## src/rtl/ahb_lite_if.sv

```systemverilog
`default_nettype none
// ============================================================================
// Module   : ahb_lite_if
// Purpose  : AHB-Lite bus bundle between one master, N slaves and the
//            interconnect. Carries the master address phase, the per-slave
//            select lines, the muxed response back to the master and the
//            flattened per-slave response buses.
// Modports : master - traffic source side (master plus slave models): drives
//                     address/control and the per-slave responses.
//            slave  - interconnect side: decodes address/control, returns
//                     hsel and the muxed response.
// Revision : 1.0 - initial release
// ============================================================================
interface ahb_lite_if #(
  parameter int NUM_SLAVES = 2,
  parameter int DATA_W     = 32,
  parameter int ADDR_W     = 32
);
  logic [ADDR_W-1:0]            haddr;
  logic [1:0]                   htrans;
  logic                         hwrite;
  logic [2:0]                   hsize;
  logic [NUM_SLAVES-1:0]        hsel;
  logic                         hready;
  logic                         hresp;
  logic [DATA_W-1:0]            hrdata;
  logic [NUM_SLAVES*DATA_W-1:0] s_hrdata;
  logic [NUM_SLAVES-1:0]        s_hreadyout;
  logic [NUM_SLAVES-1:0]        s_hresp;

  modport master (
    output haddr, htrans, hwrite, hsize, s_hrdata, s_hreadyout, s_hresp,
    input  hsel, hready, hresp, hrdata
  );

  modport slave (
    input  haddr, htrans, hwrite, hsize, s_hrdata, s_hreadyout, s_hresp,
    output hsel, hready, hresp, hrdata
  );
endinterface
`default_nettype wire

```

## src/rtl/ahb_lite_interconnect.sv

```systemverilog
`default_nettype none
// ============================================================================
// Module   : ahb_lite_interconnect
// Purpose  : Single-master AHB-Lite interconnect for NUM_SLAVES slaves.
//            Address-phase region decode drives hsel; a registered data-phase
//            select steers the chosen slave's response back to the master.
//            Unmapped active transfers are answered by a built-in default
//            slave with the two-cycle ERROR response, counted in err_cnt and
//            their address captured in last_err_addr.
// Ports    : clk           - system clock, rising edge
//            reset         - asynchronous active-low reset
//            bus           - ahb_lite_if.slave bundle (master + slave buses)
//            err_cnt       - saturating count of completed ERROR responses
//            last_err_addr - haddr of the most recent unmapped active transfer
// Revision : 1.0 - initial release
// ============================================================================
module ahb_lite_interconnect #(
  parameter int NUM_SLAVES = 2,
  parameter int DATA_W     = 32,
  parameter int ADDR_W     = 32,
  parameter int MAP_MSB    = 31,
  parameter int MAP_LSB    = 28,
  parameter logic [NUM_SLAVES*(MAP_MSB-MAP_LSB+1)-1:0] BASE_VEC = {4'hB, 4'hA},
  parameter int ERR_CNT_W  = 8
) (
  input  wire logic                 clk,
  input  wire logic                 reset,
  ahb_lite_if.slave                 bus,
  output logic [ERR_CNT_W-1:0]      err_cnt,
  output logic [ADDR_W-1:0]         last_err_addr
);

  localparam int c_RGN_W = MAP_MSB - MAP_LSB + 1;
  localparam int c_IDX_W = (NUM_SLAVES > 1) ? $clog2(NUM_SLAVES) : 1;
  localparam logic [ERR_CNT_W-1:0] c_CNT_MAX = '1;

  typedef enum logic [1:0] {
    DSEL_IDLE    = 2'd0,
    DSEL_SLAVE   = 2'd1,
    DSEL_DEFAULT = 2'd2
  } dsel_kind_t;

  typedef enum logic [1:0] {
    DS_IDLE = 2'd0,
    DS_ERR1 = 2'd1,
    DS_ERR2 = 2'd2
  } ds_state_t;

  logic [c_RGN_W-1:0]    w_region;
  logic                  w_match;
  logic [c_IDX_W-1:0]    w_idx;
  logic [NUM_SLAVES-1:0] w_hsel;
  logic                  w_active;
  logic                  w_unmapped_req;
  logic                  w_hready;
  logic                  w_hresp;
  logic [DATA_W-1:0]     w_hrdata;
  logic                  w_ds_hready;
  logic                  w_ds_hresp;
  ds_state_t             w_ds_next;

  dsel_kind_t            r_dsel_kind;
  logic [c_IDX_W-1:0]    r_dsel_idx;
  ds_state_t             r_ds_state;
  logic [ERR_CNT_W-1:0]  r_err_cnt;
  logic [ADDR_W-1:0]     r_last_err_addr;

  // hwrite/hsize are pass-through for the slaves; htrans[0] (SEQ vs NONSEQ,
  // IDLE vs BUSY) never changes routing.
  logic w_unused;
  assign w_unused = ^{bus.htrans[0], bus.hwrite, bus.hsize};

  // Address decode. Scanning from the top index down lets the lowest
  // matching index overwrite, keeping hsel one-hot on overlapping regions.
  assign w_region = bus.haddr[MAP_MSB:MAP_LSB];

  always_comb begin
    w_match = 1'b0;
    w_idx   = '0;
    w_hsel  = '0;
    for (int i = NUM_SLAVES - 1; i >= 0; i--) begin
      if (w_region == BASE_VEC[i*c_RGN_W +: c_RGN_W]) begin
        w_match = 1'b1;
        w_idx   = c_IDX_W'(i);
      end
    end
    if (w_match) begin
      w_hsel[w_idx] = 1'b1;
    end
  end

  assign bus.hsel       = w_hsel;
  assign w_active       = bus.htrans[1];
  assign w_unmapped_req = w_active && !w_match;

  // Default-slave outputs are a pure function of its state, which keeps the
  // hready feedback into the next-state logic free of combinational loops.
  assign w_ds_hready = (r_ds_state != DS_ERR1);
  assign w_ds_hresp  = (r_ds_state != DS_IDLE);

  // Data-phase response mux.
  always_comb begin
    w_hready = 1'b1;
    w_hresp  = 1'b0;
    w_hrdata = '0;
    case (r_dsel_kind)
      DSEL_SLAVE: begin
        w_hready = bus.s_hreadyout[r_dsel_idx];
        w_hresp  = bus.s_hresp[r_dsel_idx];
        w_hrdata = bus.s_hrdata[r_dsel_idx*DATA_W +: DATA_W];
      end
      DSEL_DEFAULT: begin
        w_hready = w_ds_hready;
        w_hresp  = w_ds_hresp;
      end
      default: ;
    endcase
  end

  assign bus.hready = w_hready;
  assign bus.hresp  = w_hresp;
  assign bus.hrdata = w_hrdata;

  // Data-phase select: only advances when the current data phase completes.
  always_ff @(posedge clk or negedge reset) begin
    if (!reset) begin
      r_dsel_kind <= DSEL_IDLE;
      r_dsel_idx  <= '0;
    end else if (w_hready) begin
      if (!w_active) begin
        r_dsel_kind <= DSEL_IDLE;
      end else if (w_match) begin
        r_dsel_kind <= DSEL_SLAVE;
        r_dsel_idx  <= w_idx;
      end else begin
        r_dsel_kind <= DSEL_DEFAULT;
      end
    end
  end

  // Default-slave FSM: state register.
  always_ff @(posedge clk or negedge reset) begin
    if (!reset) begin
      r_ds_state <= DS_IDLE;
    end else begin
      r_ds_state <= w_ds_next;
    end
  end

  // Default-slave FSM: next state. hready is high in DS_ERR2, so a new
  // unmapped transfer accepted there chains straight into another ERROR.
  always_comb begin
    w_ds_next = r_ds_state;
    case (r_ds_state)
      DS_IDLE: if (w_hready && w_unmapped_req) w_ds_next = DS_ERR1;
      DS_ERR1: w_ds_next = DS_ERR2;
      DS_ERR2: w_ds_next = w_unmapped_req ? DS_ERR1 : DS_IDLE;
      default: w_ds_next = DS_IDLE;
    endcase
  end

  // Debug: saturating error counter and unmapped-address capture.
  always_ff @(posedge clk or negedge reset) begin
    if (!reset) begin
      r_err_cnt       <= '0;
      r_last_err_addr <= '0;
    end else begin
      if (r_ds_state == DS_ERR2 && r_err_cnt != c_CNT_MAX) begin
        r_err_cnt <= r_err_cnt + 1'b1;
      end
      if (r_ds_state != DS_ERR1 && w_ds_next == DS_ERR1) begin
        r_last_err_addr <= bus.haddr;
      end
    end
  end

  assign err_cnt       = r_err_cnt;
  assign last_err_addr = r_last_err_addr;

endmodule
`default_nettype wire

```

## src/flat_wrapper.sv

```systemverilog
// flat-port wrapper written by rule: the top's interface ports become plain ports
module ahb_lite_interconnect_flat 
#(
  parameter int NUM_SLAVES = 2,
  parameter int DATA_W     = 32,
  parameter int ADDR_W     = 32,
  parameter int MAP_MSB    = 31,
  parameter int MAP_LSB    = 28,
  parameter logic [NUM_SLAVES*(MAP_MSB-MAP_LSB+1)-1:0] BASE_VEC = {4'hB, 4'hA},
  parameter int ERR_CNT_W  = 8
)
  (clk, reset, err_cnt, last_err_addr, bus_haddr, bus_htrans, bus_hwrite, bus_hsize, bus_s_hrdata, bus_s_hreadyout, bus_s_hresp, bus_hsel, bus_hready, bus_hresp, bus_hrdata);
  ahb_lite_if #(.NUM_SLAVES(NUM_SLAVES), .DATA_W(DATA_W), .ADDR_W(ADDR_W)) bus_i ();
  input  wire logic clk;
  input  wire logic reset;
  output logic [ERR_CNT_W-1:0] err_cnt;
  output logic [ADDR_W-1:0] last_err_addr;
  input wire logic [$bits(bus_i.haddr)-1:0] bus_haddr;
  input wire logic [$bits(bus_i.htrans)-1:0] bus_htrans;
  input wire logic [$bits(bus_i.hwrite)-1:0] bus_hwrite;
  input wire logic [$bits(bus_i.hsize)-1:0] bus_hsize;
  input wire logic [$bits(bus_i.s_hrdata)-1:0] bus_s_hrdata;
  input wire logic [$bits(bus_i.s_hreadyout)-1:0] bus_s_hreadyout;
  input wire logic [$bits(bus_i.s_hresp)-1:0] bus_s_hresp;
  output wire logic [$bits(bus_i.hsel)-1:0] bus_hsel;
  output wire logic [$bits(bus_i.hready)-1:0] bus_hready;
  output wire logic [$bits(bus_i.hresp)-1:0] bus_hresp;
  output wire logic [$bits(bus_i.hrdata)-1:0] bus_hrdata;
  assign bus_i.haddr = bus_haddr;
  assign bus_i.htrans = bus_htrans;
  assign bus_i.hwrite = bus_hwrite;
  assign bus_i.hsize = bus_hsize;
  assign bus_i.s_hrdata = bus_s_hrdata;
  assign bus_i.s_hreadyout = bus_s_hreadyout;
  assign bus_i.s_hresp = bus_s_hresp;
  assign bus_hsel = bus_i.hsel;
  assign bus_hready = bus_i.hready;
  assign bus_hresp = bus_i.hresp;
  assign bus_hrdata = bus_i.hrdata;
  ahb_lite_interconnect #(.NUM_SLAVES(NUM_SLAVES), .DATA_W(DATA_W), .ADDR_W(ADDR_W), .MAP_MSB(MAP_MSB), .MAP_LSB(MAP_LSB), .BASE_VEC(BASE_VEC), .ERR_CNT_W(ERR_CNT_W)) u_core (.clk(clk), .reset(reset), .bus(bus_i), .err_cnt(err_cnt), .last_err_addr(last_err_addr));
endmodule
```

## config.mk

```make
export PLATFORM = sky130hd
export DESIGN_NAME = ahb_lite_interconnect_flat
export DESIGN_NICKNAME = d
export VERILOG_FILES = /design/src/rtl/ahb_lite_if.sv /design/src/rtl/ahb_lite_interconnect.sv /design/src/flat_wrapper.sv
export SDC_FILE = /design/constraint.sdc
export NUM_CORES = 1
export LEC_CHECK = 0
export ABC_AREA = 1
export CAP_MARGIN = 10
export CORE_ASPECT_RATIO = 1.2
export CORE_MARGIN = 10
export CORE_UTILIZATION = 45
export DETAILED_ROUTE_END_ITERATION = 10
export DONT_BUFFER_PORTS = 1
export HOLD_SLACK_MARGIN = 0.15
export MAX_ROUTING_LAYER = met4
export SLEW_MARGIN = 20
export SYNTH_ARGS = -nofsm -noshare
export SYNTH_HDL_FRONTEND = slang
export SYNTH_SLANG_ARGS = --single-unit
```

## constraint.sdc

```tcl
create_clock -name clk -period 3.5 [get_ports clk]
set_input_delay 0.35 -clock clk [delete_from_list [all_inputs] [get_ports clk]]
set_output_delay 0.35 -clock clk [all_outputs]
set_load 0.005 [all_outputs]
```

# ---- After elaboration in Yosys (flattened, before gate mapping)
# Cells that the tools add are included.
dict set report classes {
  n_shift 1
  n_addsub 1
  n_reduce_logical 9
  eq_ne 9
  order_cmp 3
  muxes 18
}
# operator count
set op_table {}
lappend op_table {{64-bit by 7-bit variable part select with 32-bit output} 1}
lappend op_table {{32-bit two-way mux} 1}
lappend op_table {{1-bit two-way mux} 9}
lappend op_table {{8-bit by 1-bit adder with 8-bit output, second input constant} 1}
lappend op_table {{4-bit equality test, second input constant} 2}
lappend op_table {{2-bit two-way mux} 4}
lappend op_table {{8-bit != test, second input constant} 1}
lappend op_table {{2-bit by 1-bit equality test with 1-bit output, second input constant} 3}
lappend op_table {{2-bit case mux with 3 select lines} 1}
lappend op_table {{1-bit logical AND} 5}
lappend op_table {{2-bit equality test, second input constant} 2}
lappend op_table {{1-bit by 2-bit less-than comparator with 1-bit output, second input constant} 2}
lappend op_table {{1-bit case mux with 2 select lines} 2}
lappend op_table {{3-bit AND reduction} 1}
lappend op_table {{2-bit zero test} 1}
lappend op_table {{2-bit by 1-bit != test with 1-bit output, second input constant} 1}
lappend op_table {{2-bit nonzero test} 1}
lappend op_table {{1-bit demux with 1-bit select} 1}
lappend op_table {{1-bit >= comparator, second input constant} 1}
lappend op_table {{1-bit zero test} 1}
dict set report totals {
  word_cells 46
  reg_bits 45
  out_inout_bits 76
}

# ---- Longest topological paths before layout
dict set report logic_depth {
  ltp_word 10
  depth_mapped 9
}

# ---- Least setup slack after synthesis
# OpenSTA, ideal clock, no wires.
dict set report synth_timing {
  path_kind {register -> output}
  from {reg u_core.r_dsel_kind[1]}
  to {out bus_hrdata[10]}
  n_path_buf 1
  t_arrival_ns 1.098
  stages_incl_launch_ff 6
  setup_slack_ns 2.052
  path_cell_list {dfrtp_1 > inv_1 > ha_1 > clkbuf_1 > o21ai_0 > nor2_1}
}
dict set report synth_between {
  elab_chain_len 2
}
# item line
set synth_rtl {}
lappend synth_rtl {{start: declaration} ahb_lite_interconnect.sv:62} ;# dsel_kind_t r_dsel_kind;
lappend synth_rtl {{start signal: assignment} ahb_lite_interconnect.sv:127} ;# r_dsel_kind <= DSEL_IDLE;
lappend synth_rtl {{start signal: assignment} ahb_lite_interconnect.sv:131} ;# r_dsel_kind <= DSEL_IDLE;
lappend synth_rtl {{start signal: assignment} ahb_lite_interconnect.sv:133} ;# r_dsel_kind <= DSEL_SLAVE;
lappend synth_rtl {{2-bit by 1-bit equality test with 1-bit output} ahb_lite_interconnect.sv:106} ;# case (r_dsel_kind)
lappend synth_rtl {{32-bit two-way mux} ahb_lite_interconnect.sv:106}
lappend synth_rtl {{end: declaration} flat_wrapper.sv:28} ;# output wire logic [$bits(bus_i.hrdata)-1:0] bus_hrdata;
# Every way passes these cells.

# ---- Final worst setup path
dict set report layout_timing {
  from {reg u_core.r_dsel_idx}
  to {reg u_core.r_last_err_addr[30], in the netlist u_core.last_err_addr[30]}
}
dict set report layout_between {
  elab_chain_len 8
}
# item line
set layout_rtl {}
lappend layout_rtl {{start: declaration} ahb_lite_interconnect.sv:63} ;# logic [c_IDX_W-1:0] r_dsel_idx;
lappend layout_rtl {{start signal: assignment} ahb_lite_interconnect.sv:134} ;# r_dsel_idx <= w_idx;
lappend layout_rtl {{1-bit two-way mux (not written as such) (2 in series)} ahb_lite_interconnect.sv:108} ;# w_hready = bus.s_hreadyout[r_dsel_idx];
lappend layout_rtl {{1-bit case mux with 2 select lines} ahb_lite_interconnect.sv:106}
lappend layout_rtl {{1-bit logical AND} ahb_lite_interconnect.sv:155} ;# DS_IDLE: if (w_hready && w_unmapped_req) w_ds_next = DS_ERR1;
lappend layout_rtl {{2-bit two-way mux} ahb_lite_interconnect.sv:155}
lappend layout_rtl {{2-bit case mux with 3 select lines} ahb_lite_interconnect.sv:154} ;# case (r_ds_state)
lappend layout_rtl {{2-bit by 1-bit equality test with 1-bit output} ahb_lite_interconnect.sv:171} ;# if (r_ds_state != DS_ERR1 && w_ds_next == DS_ERR1) begin
lappend layout_rtl {{1-bit logical AND} ahb_lite_interconnect.sv:171}
lappend layout_rtl {{end signal: assignment} ahb_lite_interconnect.sv:172} ;# r_last_err_addr <= bus.haddr;
lappend layout_rtl {{end: declaration} ahb_lite_interconnect.sv:66} ;# logic [ADDR_W-1:0] r_last_err_addr;
# Every way passes these cells. The select of a mux whose other input is x is not followed.
# A chain may end at the register's enable or synchronous reset.

==> results.txt <==
Summed over all layers, the routed wires come to 7240 um. Clock-pin slew was measured on the worst setup and hold paths at 0.08 ns. Final worst-path cycle share: 57.8%. Setup repair after global routing left no endpoint under its margin.

Measured along the y axis, the die boundary spans 101 um. Counting the buffers created by CTS gives 5. Buffers added to address setup during post-CTS repair amount to 0.

The mapped netlist covers 0.00246 mm2. The total area inside the core boundary comes to 0.00530 mm2. After the last flow step, the layout net total stands at 438.

The minimum period implied by the final worst setup slack is 2.02 ns. CTS built an H-tree with a depth of 2. The flow ran to the end, and the final reports show no timing, DRC or antenna violations.

The initial antenna violation count is 0, and the internal reg-to-reg setup slack is 1.48 ns. The endpoint of the lowest-slack register-to-register path is u_core.last_err_addr[30]. The element type at the critical path start is a flip-flop.

Highest fanout seen on the critical path: 34. The wire length of the first global-routing pass came out at 11,300 um. The class of the most critical setup path was flip-flop to flip-flop. In this run the count of I/O pins placed on the die edge is 184. Clock latency on the worst-skew pair, taken at its later pin, is 0.29 ns. The peak supply drop is 0.333 mV. The number of hold violations in the final report was 0. The tree is rooted in a sky130_fd_sc_hd__clkbuf_8. The top cell type's share of synthesized area came out at 45.7%. Setup total negative slack on the finished layout was measured at 0 ns.

Worst setup path startpoint: u_core.r_dsel_idx. The floorplan has 29 rows. The design draws 2.00 mW. The first routing iteration left 50 violations. Element type at the critical path end: a flip-flop. The filler cells instantiated in the layout total 550.

Clock skew on the completed layout was measured at 0.00514 ns. The run gives 16.1% as the total global-route track usage. The tools report the critical register-to-register path startpoint as u_core.r_dsel_idx. Entering global routing, the biggest net connects 46 pins. The logs give 3.73 ns for the worst path required time and 23 for the number of distinct library cells after synthesis.

Width of the die: 87.5 um. The per-cell routed wire length is 18.6 um, and the final worst slack is 1.48 ns. For this block, the via count after detailed routing is 2,098.

Measured in cells, the most critical reg-to-reg path has a length of 7. The cell count after synthesis came out at 335. The average instance in the mapped netlist occupies 7.35 um2. The number of nets in the synthesized netlist is 446. For the HPWL reported at the end of detailed placement, the log shows 5690 um. At the pin with the least slew margin, the transition time is 0.497 ns. Yosys attributes the largest share of cell area to sky130_fd_sc_hd__dfrtp_1 (46%), sky130_fd_sc_hd__nand2_1 (14%), sky130_fd_sc_hd__nor2_1 (11%), sky130_fd_sc_hd__o21ai_0 (7.9%), sky130_fd_sc_hd__nand3_1 (7.5%). Counting every sink on the clock net gives 45.

The number of global-route vias before repair was 2,179; the global-route congestion overflow total was 0. The clock passes through at most 2 buffers. The tightest min-delay check is of the input pin to flip-flop type. The leakage power of the design is 1.32 nW, and the synthesis-to-layout area growth is 4.67%. The setup-violating endpoint count in the final report was 0; the post-placement worst setup slack was 1.47 ns. In this run the tightest slew margin relative to its limit is 66.8%. The synthesized design spends more area on one cell type than any other, namely sky130_fd_sc_hd__dfrtp_1. Number of nets still failing antenna checks after routing: 0. The register bit count reported by yosys works out to 45. The fraction of layout instances using a drive strength above 1 was 5.50%; the weighted congestion reported at the end of routability-driven placement was 0.762.

The total of warnings raised by yosys is 0. The most critical setup path has its endpoint at u_core.last_err_addr[30]. Dividing the detail-routed via count by the number of cells gives 5.39. The die covers 0.00884 mm2. Sequential cells were found to cover 45.7% of the synthesized design area. The total count of max-transition violations in the final report came out at 0.

For this run, design rule violations remaining after detail routing come to 0. Based on the critical path, the design can be clocked at up to 0.494 GHz. The critical path arrival was 2.25 ns; the power density over the cells was 776 mW/mm2. Once the floorplan was initialized, standard cells occupied 46.5% of the core. During placement, the flow inserted port buffers numbering 0. Across the run, the number of max-cap violations was 0. The number of antenna diodes in the final layout is 0. The run gives 4 as the number of iterations in the first detailed-routing pass. TritonCTS built the clock tree.
## cells in the mapped netlist
cell / number
sky130_fd_sc_hd__nand3b_1: 1
sky130_fd_sc_hd__a21oi_4: 1
sky130_fd_sc_hd__nand2_4: 1
sky130_fd_sc_hd__nand2_1: 91
sky130_fd_sc_hd__xor2_1: 1
sky130_fd_sc_hd__ha_1: 3
sky130_fd_sc_hd__nand3_2: 1
sky130_fd_sc_hd__nor2_1: 72
sky130_fd_sc_hd__inv_1: 12
sky130_fd_sc_hd__nand3_4: 1
sky130_fd_sc_hd__nand3_1: 37
sky130_fd_sc_hd__o21ai_0: 39
sky130_fd_sc_hd__nor2_4: 1
sky130_fd_sc_hd__xnor2_1: 5
sky130_fd_sc_hd__inv_2: 1
sky130_fd_sc_hd__buf_2: 6
sky130_fd_sc_hd__clkbuf_1: 9
sky130_fd_sc_hd__dfrtp_1: 45
sky130_fd_sc_hd__nand2_2: 1
sky130_fd_sc_hd__o21a_1: 1
sky130_fd_sc_hd__a21oi_1: 1
sky130_fd_sc_hd__buf_4: 2
sky130_fd_sc_hd__buf_6: 3
## cells by family after synthesis
logic type | Yosys count | synth area share [%]
buffers and inverters | 33 | 6.55
and+or+nand+nor | 206 | 35.0
adders and majority gates | 3 | 1.52
AOI/OAI and AO/OA | 42 | 9.10
xor gates and xnor gates | 6 | 2.13
DFF | 45 | 45.7
## metal layers
metal | vias up | share of wire [%] | track usage [%] | wire length (um)
met5 | - | 0 | - | 0
met4 | 0 | 1.3 | 4.55 | 91
met3 | 8 | 13 | 6.63 | 950
met2 | 119 | 50 | 27.7 | 3660
met1 | 930 | 35 | 16.4 | 2550
li1 | 1041 | - | - | -
## stage by stage
stage,cells,instance area [um2],util [%],hold WS [ns]
global placement,380,2450,46.2,0.0558
finish,389,2580,48.7,0.195
CTS,389,2580,48.7,0.180
floorplan,335,2460,-,0.0544
global route,389,2580,48.7,0.181
detailed placement,380,2450,46.2,0.0556
## sequential cells by signal (all words and copies together) (netlist names)
| register | flops |
|---|---|
| u_core.last_err_addr | 32 |
| u_core.err_cnt | 8 |
| u_core.r_ds_state | 2 |
| u_core.r_dsel_kind | 2 |
| u_core.r_dsel_idx | 1 |
## area by class of cell
class | instances | area [um2] | area share, %
Inverter | 13 | 48.8 | 1.89
Timing Repair Buffer | 5 | 60.1 | 2.33
Sequential cell | 45 | 1130 | 43.7
Clock inverter | 1 | 7.51 | 0.291
Multi-Input combinational cell | 257 | 1170 | 45.6
Clock buffer | 6 | 82.6 | 3.20
Tap cell | 62 | 77.6 | 3.01
## how the worst min path moves through the flow
stage / start / end / slack, ns / cells past startpoint
after global placement: reset / u_core.last_err_addr[17] / 0.06 / 0
final: bus_haddr[25] / u_core.last_err_addr[25] / 0.19 / 2
after detailed placement: reset / u_core.last_err_addr[17] / 0.06 / 0
after floorplan: reset / u_core.err_cnt[0] / 0.05 / 0
after CTS: bus_haddr[7] / u_core.last_err_addr[7] / 0.18 / 2
after global routing: bus_haddr[7] / u_core.last_err_addr[7] / 0.18 / 2
## power breakdown
part	internal (mW)	switching [mW]	leakage [nW]
clock network	0.156	0.171	0.0433
registers	0.743	0.208	0.566
logic	0.223	0.499	0.709
total	1.12	0.878	1.32
## worst max-delay path, stage by stage (launching register included)
cell,delay [ns]
sky130_fd_sc_hd__dfrtp_1,0.39
sky130_fd_sc_hd__inv_2,0.38
sky130_fd_sc_hd__nand2_1,0.13
sky130_fd_sc_hd__nand3_2,0.12
sky130_fd_sc_hd__nand3_4,0.32
sky130_fd_sc_hd__nand2_4,0.43
sky130_fd_sc_hd__nand2_1,0.10
sky130_fd_sc_hd__nand2_1,0.07
## layout by cell type (no fill, tap or decap)
cell	synthesis	routed
sky130_fd_sc_hd__nor2_4	1	1
sky130_fd_sc_hd__xnor2_1	5	5
sky130_fd_sc_hd__nand3_4	1	1
sky130_fd_sc_hd__nand3_2	1	1
sky130_fd_sc_hd__o21ai_0	39	39
sky130_fd_sc_hd__dfrtp_1	45	45
sky130_fd_sc_hd__nand3b_1	1	1
sky130_fd_sc_hd__nand2_1	91	91
sky130_fd_sc_hd__dlygate4sd3_1	0	1
sky130_fd_sc_hd__ha_1	3	3
sky130_fd_sc_hd__clkinvlp_4	0	1
sky130_fd_sc_hd__xor2_1	1	1
sky130_fd_sc_hd__nand2_4	1	1
sky130_fd_sc_hd__o21a_1	1	1
sky130_fd_sc_hd__nand2_2	1	1
sky130_fd_sc_hd__clkbuf_8	0	6
sky130_fd_sc_hd__nand3_1	37	37
sky130_fd_sc_hd__a21oi_1	1	1
sky130_fd_sc_hd__inv_2	1	1
sky130_fd_sc_hd__nor2_1	72	72
sky130_fd_sc_hd__a21oi_4	1	1
sky130_fd_sc_hd__buf_4	2	3
sky130_fd_sc_hd__buf_16	0	1
sky130_fd_sc_hd__inv_1	12	12
## repair_timing
action	in CTS	in global routing
resized for setup	0	0
hold endpoints to repair	45	0
hold buffers	2	0
Power figures use the tool's default switching activity.
